===== src/rtl/fp_issue_ctl.sv =====
// rtl/fp_issue_ctl.sv - single-outstanding FP issue controller between decode i0 and the FPU
//
// Ports:
//   clk, rst             core clock, asynchronous active-high reset
//   dec_fp_*             decoded FP packet offered by decode ({add, mul, div, sub} one-hot)
//   dec_frm              rounding mode for the offered instruction
//   flush                pipeline flush, kills any in-flight op
//   fflags_clr           clears the sticky exception flags
//   fpu_in_valid/ready   issue handshake; fpu_op/op_mod/rnd/opa/opb/opc are held while valid
//   fpu_out_valid/ready  completion handshake carrying fpu_result/fpu_status
//   fpu_flush            one-cycle FPU kill pulse (flush or watchdog)
//   fp_busy              decode stall while an op is outstanding
//   fp_wb_valid/rd/data  one-cycle writeback
//   fp_illegal           malformed packet pulse
//   fp_timeout           watchdog pulse
//   fflags               sticky {NV,DZ,OF,UF,NX}
module fp_issue_ctl #(
  parameter int TIMEOUT_CYCLES = 64
) (
  input  logic        clk,
  input  logic        rst,
  input  logic        dec_fp_valid,
  input  logic [3:0]  dec_fp_pkt,
  input  logic [4:0]  dec_fp_rd,
  input  logic [31:0] dec_fp_rs1,
  input  logic [31:0] dec_fp_rs2,
  input  logic [2:0]  dec_frm,
  input  logic        flush,
  input  logic        fflags_clr,
  output logic        fpu_in_valid,
  input  logic        fpu_in_ready,
  output logic [3:0]  fpu_op,
  output logic        fpu_op_mod,
  output logic [2:0]  fpu_rnd,
  output logic [31:0] fpu_opa,
  output logic [31:0] fpu_opb,
  output logic [31:0] fpu_opc,
  input  logic        fpu_out_valid,
  output logic        fpu_out_ready,
  input  logic [31:0] fpu_result,
  input  logic [4:0]  fpu_status,
  output logic        fpu_flush,
  output logic        fp_busy,
  output logic        fp_wb_valid,
  output logic [4:0]  fp_wb_rd,
  output logic [31:0] fp_wb_data,
  output logic        fp_illegal,
  output logic        fp_timeout,
  output logic [4:0]  fflags
);

  localparam logic [1:0] S_IDLE  = 2'd0;
  localparam logic [1:0] S_ISSUE = 2'd1;
  localparam logic [1:0] S_BUSY  = 2'd2;

  localparam int            CW       = $clog2(TIMEOUT_CYCLES + 1);
  localparam logic [CW-1:0] CNT_LAST = CW'(TIMEOUT_CYCLES - 1);

  logic [1:0]    state;
  logic [1:0]    state_d;
  logic [CW-1:0] wd_cnt;
  logic [4:0]    rd_q;

  logic          active;
  logic          pkt_onehot;
  logic          accept;
  logic          bad_pkt;
  logic          out_hs;
  logic          capture;
  logic          wd_expire;

  logic [3:0]    op_d;
  logic          mod_d;
  logic [31:0]   opa_d;
  logic [31:0]   opb_d;
  logic [31:0]   opc_d;

  assign active     = (state != S_IDLE);
  assign pkt_onehot = $onehot(dec_fp_pkt);
  assign accept     = (state == S_IDLE) && dec_fp_valid && pkt_onehot && !flush;
  assign bad_pkt    = (state == S_IDLE) && dec_fp_valid && !pkt_onehot && !flush;
  assign out_hs     = (state == S_BUSY) && fpu_out_valid;
  // A flush landing on the completion cycle discards the result.
  assign capture    = out_hs && !flush;
  // A completion on the last allowed cycle beats the watchdog; flush beats both.
  assign wd_expire  = active && (wd_cnt == CNT_LAST) && !out_hs && !flush;

  // Handshake qualifiers come straight from registered state.
  assign fpu_in_valid  = (state == S_ISSUE);
  assign fpu_out_ready = (state == S_BUSY);
  assign fp_busy       = active;

  // Opcode and operand-slot mapping; add/sub use slots 1/2, mul/div use slots 0/1.
  always_comb begin
    op_d  = 4'd2;
    mod_d = 1'b0;
    opa_d = 32'd0;
    opb_d = dec_fp_rs1;
    opc_d = dec_fp_rs2;
    if (dec_fp_pkt[0]) begin
      mod_d = 1'b1;
    end else if (dec_fp_pkt[2] || dec_fp_pkt[1]) begin
      op_d  = dec_fp_pkt[2] ? 4'd3 : 4'd4;
      opa_d = dec_fp_rs1;
      opb_d = dec_fp_rs2;
      opc_d = 32'd0;
    end
  end

  always_comb begin
    state_d = state;
    case (state)
      S_IDLE:  if (accept) state_d = S_ISSUE;
      S_ISSUE: begin
        if (flush || wd_expire) state_d = S_IDLE;
        else if (fpu_in_ready)  state_d = S_BUSY;
      end
      S_BUSY:  if (flush || wd_expire || out_hs) state_d = S_IDLE;
      default: state_d = S_IDLE;
    endcase
  end

  always_ff @(posedge clk or posedge rst) begin
    if (rst) begin
      state       <= S_IDLE;
      wd_cnt      <= '0;
      rd_q        <= 5'd0;
      fpu_op      <= 4'd0;
      fpu_op_mod  <= 1'b0;
      fpu_rnd     <= 3'd0;
      fpu_opa     <= 32'd0;
      fpu_opb     <= 32'd0;
      fpu_opc     <= 32'd0;
      fpu_flush   <= 1'b0;
      fp_wb_valid <= 1'b0;
      fp_wb_rd    <= 5'd0;
      fp_wb_data  <= 32'd0;
      fp_illegal  <= 1'b0;
      fp_timeout  <= 1'b0;
      fflags      <= 5'd0;
    end else begin
      state       <= state_d;
      fp_wb_valid <= capture;
      fp_illegal  <= bad_pkt;
      fp_timeout  <= wd_expire;
      fpu_flush   <= (active && flush) || wd_expire;
      fflags      <= (fflags_clr ? 5'd0 : fflags) | (capture ? fpu_status : 5'd0);

      // Counter runs only while an op is outstanding and restarts from zero on every accept.
      if (state_d == S_IDLE) wd_cnt <= '0;
      else if (active)       wd_cnt <= wd_cnt + 1'b1;

      if (accept) begin
        rd_q       <= dec_fp_rd;
        fpu_op     <= op_d;
        fpu_op_mod <= mod_d;
        fpu_rnd    <= dec_frm;
        fpu_opa    <= opa_d;
        fpu_opb    <= opb_d;
        fpu_opc    <= opc_d;
      end

      if (capture) begin
        fp_wb_rd   <= rd_q;
        fp_wb_data <= fpu_result;
      end
    end
  end

endmodule


===== config.mk =====
export PLATFORM = sky130hd
export DESIGN_NAME = fp_issue_ctl
export DESIGN_NICKNAME = d
export VERILOG_FILES = /design/src/rtl/fp_issue_ctl.sv
export SDC_FILE = /design/constraint.sdc
export NUM_CORES = 1
export LEC_CHECK = 0
export ABC_AREA = 1
export CAP_MARGIN = 30
export CORE_ASPECT_RATIO = 2
export CORE_UTILIZATION = 30
export CTS_CLUSTER_DIAMETER = 200
export DETAILED_ROUTE_END_ITERATION = 6
export PLACE_DENSITY = 0.66
export SYNTH_ARGS = -nofsm -noshare
export SYNTH_HDL_FRONTEND = slang
export SYNTH_SLANG_ARGS = --single-unit

===== constraint.sdc =====
create_clock -name clk -period 11.4 [get_ports clk]
set_clock_uncertainty 0.05 [all_clocks]
set_input_delay 2.28 -clock clk [delete_from_list [all_inputs] [get_ports clk]]
set_output_delay 2.28 -clock clk [all_outputs]
set_load 0.01 [all_outputs]

==> results.sh, run 1 <==
export IMPL_p_sw_w=0.000687
export IMPL_finalCritPeriodShare_pct=44.2
export IMPL_drtAntennaViolNets=0
export IMPL_worstPathCellList="clkdlybuf4s50_1, inv_1, fa_1, inv_1, ha_1, ha_1, nor3_2, nand4_4, buf_4, a21oi_1, a21oi_1"
export IMPL_dp_slack_ns=5.92
export IMPL_critical_path_required_ns=11.67
export IMPL_synthesis_area_mm2=0.00675
export IMPL_cts_hold_buf=0
export IMPL_r2r_start="state[0]"
export IMPL_nets=1148
export IMPL_cts_setup_buffers=0
export IMPL_clockBufferDepth=2
export IMPL_yosysTopAreaCellShare_pct=60.4
export IMPL_postSynthCellCount=772
export IMPL_placed_cell_area_mm2=0.00967
export IMPL_row_count=77
export IMPL_max_cap_violations=0
export IMPL_grt_pass1_wl_um=32000
export IMPL_drtIter0Drc=274
export IMPL_antenna_found_initial=4
export IMPL_die_h_um=214
export IMPL_synth_nets=896
export IMPL_fill_cells=2114
export IMPL_place_hpwl_um=14800
export IMPL_drc=0
export IMPL_final_layout_size_suffix_gt1_share_pct=5.01
export IMPL_critical_path_max_stage_delay_ns=0.55
export IMPL_cts_tree="built"
export IMPL_ys_seq_area_share_pct=60.4
export IMPL_ys_warn_count=0
export IMPL_routabilityCongestion=0.808
export IMPL_grt_use_total_pct=18.5
export IMPL_r2r_cells=7
export IMPL_leakagePower_nw=4.80
export IMPL_slew_viol_final=0
export IMPL_hold_viol_final=0
export IMPL_grt_overflow_total=0
export IMPL_cts_root_buf="clkbuf_16"
export IMPL_pwr_share_clk_pct=28.1
export IMPL_p_total_w=0.00224
export IMPL_synth_seq_cells=163
export IMPL_critical_path_class="in -> reg"
export IMPL_wirelength_um=20500
export IMPL_crit_path_top_delay_cell="fa_1"
export IMPL_synthTopCellsByArea="dfrtp_1 (60%), nand2_1 (18%), a21oi_1 (4.8%), o21ai_0 (3.5%), nor2_1 (2.2%)"
export IMPL_vdd_drop_max_mv=0.162
export IMPL_wl_per_cell_um=15.6
export IMPL_synth_top_area_cell="dfrtp_1"
export IMPL_synth_async_reset_ratio_pct=100
export IMPL_seq_power_share_pct=38.6
export IMPL_synth_cell_types=25
export IMPL_area_growth_pct=52.8
export IMPL_start_util_pct=30.6
export IMPL_grt_pass1_vias=6020
export IMPL_first_pass_iters=4
export IMPL_max_slew_worst_pin_slew_ns=0.953
export IMPL_ys_flop_type="dfrtp_1"
export IMPL_avgSynthCellArea_um2=8.74
export IMPL_p_int_w=0.00155
export IMPL_die_x_um=108
export IMPL_r2r_setup_slack_ns=9.35
export IMPL_cts_made_buffers=17
export IMPL_fmaxAchievable_mhz=198
export IMPL_rsz0062_at_grt="false"
export IMPL_crit_path_end_kind="flip-flop"
export IMPL_ctsHtreeMaxLevel=4
export IMPL_start_kind="input pin"
export IMPL_setup_viol=0
export IMPL_finalSetupTns_ns=0
export IMPL_critPathMaxFanout=102
export IMPL_worstSetupEndpoint="fpu_opb[11]"
export IMPL_status="finished clean"
export IMPL_die_area_mm2=0.0231
export IMPL_final_cell_area_mm2=0.0103
export IMPL_cp_arrival_ns=5.31
export IMPL_vias=5975
export IMPL_grt_start_max_net_pins=103
export IMPL_layout_setup_ws_ns=6.36
export IMPL_core_area_mm2=0.0221
export IMPL_hp_class="reg -> reg"
export IMPL_clk_pin_slew_ns=0.07
export IMPL_period_minus_slack_ns=5.04
export IMPL_io_buffers=271
export IMPL_sw_frac_of_total_pct=30.7
export IMPL_rr_endpoint="fp_wb_rd[4]"
export IMPL_combPwrFrac_pct=33.3
export IMPL_cts_resized=0
export IMPL_io_pins=273
export IMPL_p_per_area_mw_per_mm2=217
export IMPL_cts_sinks=163
export IMPL_synth_edff_count=0
export IMPL_final_util_pct=46.7
export IMPL_clkLatencyLatePin_ns=0.43
export IMPL_critPathLaunch="dec_fp_pkt[0]"
export IMPL_avgViaCountPerCell=4.55
export IMPL_relSlewSlack_pct=36.5
## cells by family (layout without fill, tap and decap cells)
kind of cell,after synthesis,count (layout),synth area share [%]
AO/OA/AOI/OAI,140,140,10.4
XOR/XNOR,5,5,0.649
adder cells (fa/ha/maj),4,4,0.853
buffers and inverters,78,343,5.41
flip-flops,163,163,60.4
other,1,2,0.0556
AND/OR/NAND/NOR,381,381,22.2
## synth_stat cells (2+ instances only)
library cell and instances:
o21ai_0 47, xnor2_1 2, ha_1 3, o21ai_1 27
inv_2 4, clkbuf_1 13, buf_6 2, buf_4 8
a21oi_1 65, buf_2 22, nand2_1 325, nor2_4 4
dfrtp_1 163, xor2_1 3, nor2_1 39, nand3_1 8
inv_1 29
## worst min path at each step
stage	cells after the start	start	slack, ns	end
detailed placement	2	fp_wb_rd[3]	0.41	fp_wb_rd[3]
finish	2	fp_wb_rd[3]	0.42	fp_wb_rd[3]
floorplan	2	rd_q[0]	0.40	rd_q[0]
global placement	2	fp_wb_data[18]	0.40	fp_wb_data[18]
CTS	2	fp_wb_rd[3]	0.42	fp_wb_rd[3]
global route	2	fp_wb_data[2]	0.44	fp_wb_data[2]
## metrics by stage
step	instances	hold slack, ns
finish	1314	0.419
global route	1313	0.440
CTS	1313	0.424
detailed placement	1281	0.407
global placement	1279	0.403
floorplan	772	0.399
## critical path, delay by kind of cell
| kind | cells | cell delay (ns) |
|---|---|---|
| AO/OA/AOI/OAI | 2 | 0.36 |
| adder cells (fa/ha/maj) | 3 | 1.00 |
| buffers and inverters | 4 | 1.03 |
| AND/OR/NAND/NOR | 2 | 0.55 |
## power by group through the flow
| stage | registers, W | clock network (W) | logic, W |
|---|---|---|---|
| 2_1_floorplan | 0.000948 | 0 | 0.000190 |
| 3_3_place_gp | 0.000867 | 0 | 0.000743 |
| 3_5_place_dp | 0.000873 | 0 | 0.000755 |
| 4_1_cts | 0.000865 | 0.000648 | 0.000758 |
| 5_1_grt | 0.000886 | 0.000669 | 0.000810 |
| 6_report | 0.000864 | 0.000629 | 0.000747 |
## routing by layer
layer / vias to the layer above / part of all wire, % / wire length, um / track usage [%]
li1: 2936 / - / - / -
met1: 2792 / 35 / 7080 / 18.0
met2: 186 / 55 / 11300 / 33.7
met4: 6 / 4.5 / 922 / 10.0
met5: - / 0.14 / 29 / 0
met3: 55 / 5.9 / 1220 / 5.65
## flip-flops by register name, indices dropped and copies added (netlist names)
name and count:
state 2, fpu_flush 1, fpu_opa 32, fpu_rnd 3, fpu_op 3, fflags 5, fp_wb_rd 5, fpu_opc 32
rd_q 5, fpu_opb 32, fpu_op_mod 1, fp_wb_valid 1, wd_cnt 7, fp_wb_data 32, fp_timeout 1, fp_illegal 1
## cells in the final DEF (no fill, tap or decap), drive strengths merged
master	Yosys	routed
clkdlybuf4s50	0	271
ha	3	3
buf	32	7
nor3	2	2
nand3	9	9
o21ai	74	74
clkbuf	13	17
nand4	2	2
a21oi	65	65
conb	1	1
diode	0	1
o21a	1	1
nand2	325	325
xor2	3	3
inv	33	42
nor2	43	43
dfrtp	163	163
bufinv	0	4
fa	1	1
clkinv	0	1
clkinvlp	0	1
xnor2	2	2
## final cells by class
class,instances,area [um^2],area share (%)
inverter,33,129,1.25
multi-input combinational,531,2310,22.5
timing repair buffer,278,2800,27.1
clock inverter,15,214,2.08
sequential,163,4080,39.6
clock buffer,17,425,4.13
tap,276,345,3.35
antenna,1,2.50,0.0243
No activity file was read; power rests on OpenSTA's default activity.
==> run 2: changes to the inputs <==
Clock period 11.4 ns to 4.75 ns, I/O delays scaled along.
==> run 2 against run 1 <==
Design area decreased by 0.28%; routed wire length about the same; critical path depth unchanged; die area unchanged; cell count increased by 0.23%; count of clock-buffer cells in the layout increased by 3; combinational power increased by 140%; via count increased by 0.17%.
==> results.sh, run 2 (synthesized netlist as in run 1, its figures left out) <==
export IMPL_drtIter0Drc=327
export IMPL_io_pins=273
export IMPL_area_growth_pct=52.3
export IMPL_cts_hold_buf=0
export IMPL_critical_path_required_ns=5.02
export IMPL_wl_per_cell_um=15.6
export IMPL_worstPathCellList="clkdlybuf4s50_1, inv_1, fa_1, inv_1, ha_1, ha_1, nor3_2, nand4_4, buf_4, a21oi_1, a21oi_1"
export IMPL_cts_sinks=163
export IMPL_finalSetupTns_ns=0
export IMPL_seq_power_share_pct=39.4
export IMPL_cts_setup_buffers=0
export IMPL_final_layout_size_suffix_gt1_share_pct=5.00
export IMPL_p_int_w=0.00367
export IMPL_clk_pin_slew_ns=0.07
export IMPL_clkLatencyLatePin_ns=0.43
export IMPL_grt_pass1_vias=5874
export IMPL_slew_viol_final=0
export IMPL_grt_use_total_pct=18.4
export IMPL_critPathMaxFanout=101
export IMPL_place_hpwl_um=14500
export IMPL_p_total_w=0.00528
export IMPL_drc=0
export IMPL_critical_path_max_stage_delay_ns=0.54
export IMPL_p_sw_w=0.00161
export IMPL_max_slew_worst_pin_slew_ns=0.951
export IMPL_fmaxAchievable_mhz=281
export IMPL_cts_made_buffers=17
export IMPL_grt_overflow_total=0
export IMPL_first_pass_iters=5
export IMPL_antenna_found_initial=5
export IMPL_vdd_drop_max_mv=0.272
export IMPL_p_per_area_mw_per_mm2=513
export IMPL_grt_start_max_net_pins=164
export IMPL_cts_resized=0
export IMPL_pwr_share_clk_pct=26.8
export IMPL_wirelength_um=20500
export IMPL_start_kind="input pin"
export IMPL_final_util_pct=46.6
export IMPL_grt_pass1_wl_um=31700
export IMPL_row_count=77
export IMPL_hold_viol_final=0
export IMPL_rsz0062_at_grt="false"
export IMPL_core_area_mm2=0.0221
export IMPL_io_buffers=271
export IMPL_hold_ws_ns=0.420
export IMPL_clockBufferDepth=2
export IMPL_status="finished clean"
export IMPL_final_cell_mix="nand2_1 (324), clkdlybuf4s50_1 (271), dfrtp_1 (163)"
export IMPL_sw_frac_of_total_pct=30.4
export IMPL_relSlewSlack_pct=36.6
export IMPL_leakagePower_nw=4.78
export IMPL_die_area_mm2=0.0231
export IMPL_vias=5985
export IMPL_final_common_cell="nand2_1"
export IMPL_avgViaCountPerCell=4.54
export IMPL_layout_setup_ws_ns=1.19
export IMPL_cts_tree="built"
export IMPL_ctsHtreeMaxLevel=4
export IMPL_cp_arrival_ns=3.83
export IMPL_drtAntennaViolNets=0
export IMPL_die_h_um=214
export IMPL_dp_slack_ns=0.764
export IMPL_crit_path_end_kind="flip-flop"
export IMPL_cts_root_buf="clkbuf_16"
export IMPL_crit_path_top_delay_cell="fa_1"
export IMPL_die_x_um=108
export IMPL_nets=1150
export IMPL_max_cap_violations=0
export IMPL_critical_path_class="in -> reg"
export IMPL_finalCritPeriodShare_pct=75.0
export IMPL_routabilityCongestion=0.801
export IMPL_hp_class="reg -> reg"
export IMPL_setup_viol=0
export IMPL_combPwrFrac_pct=33.8
export IMPL_start_util_pct=30.6
export IMPL_period_minus_slack_ns=3.56
## run 2: power by group through the flow
stage | logic, W | registers (W) | clock network, W
2_1_floorplan | 0.000457 | 0.00228 | 0
4_1_cts | 0.00182 | 0.00208 | 0.00146
6_report | 0.00179 | 0.00208 | 0.00141
5_1_grt | 0.00194 | 0.00213 | 0.00151
3_3_place_gp | 0.00179 | 0.00208 | 0
3_5_place_dp | 0.00181 | 0.00209 | 0
## run 2: metrics by stage
stage | cell area (um^2) | cells
2_1_floorplan | 6750 | 772
3_3_place_gp | 9670 | 1283
3_5_place_dp | 9670 | 1283
4_1_cts | 10300 | 1315
5_1_grt | 10300 | 1316
6_report | 10300 | 1317
## run 2: metal layers
metal | up-vias | wire length (um) | track usage (%)
met4 | 6 | 737 | 9.04
met1 | 2812 | 7410 | 18.2
met3 | 42 | 1180 | 5.62
met2 | 189 | 11200 | 33.5
li1 | 2936 | - | -
met5 | - | 36 | 0
## run 2: path summary, 6_finish.rpt
| check | start | endpoint | slack (ns) | cells past startpoint |
|---|---|---|---|---|
| worst min register to register | fp_wb_data[25] | fp_wb_data[25] | 0.42 | 2 |
| min in group asynchronous | rst | fpu_opc[26] | 1.09 | 3 |
| max in group asynchronous | rst | fpu_opb[31] | 2.91 | 3 |
| worst min-delay path | fp_wb_data[25] | fp_wb_data[25] | 0.42 | 2 |
| worst max-delay path | dec_fp_pkt[0] | fpu_opb[16] | 1.19 | 11 |
| worst max register to register | state[0] | fpu_opb[16] | 2.88 | 5 |
## run 2: area by class of cell
type	instances	area [um^2]
well taps	276	345
diodes	2	5.00
repair buffers	280	2810
flip-flops and latches	163	4080
multi-input cells	531	2310
clock inverters	12	155
clock buffers	20	447
fillers	2139	11800
inverters	33	128
## run 2: critical path, delay by kind of cell
family	cells	cell delay [ns]
AOI/OAI and AO/OA	2	0.35
adders and majority gates	3	0.99
buffers and inverters	4	0.98
and+or+nand+nor	2	0.46
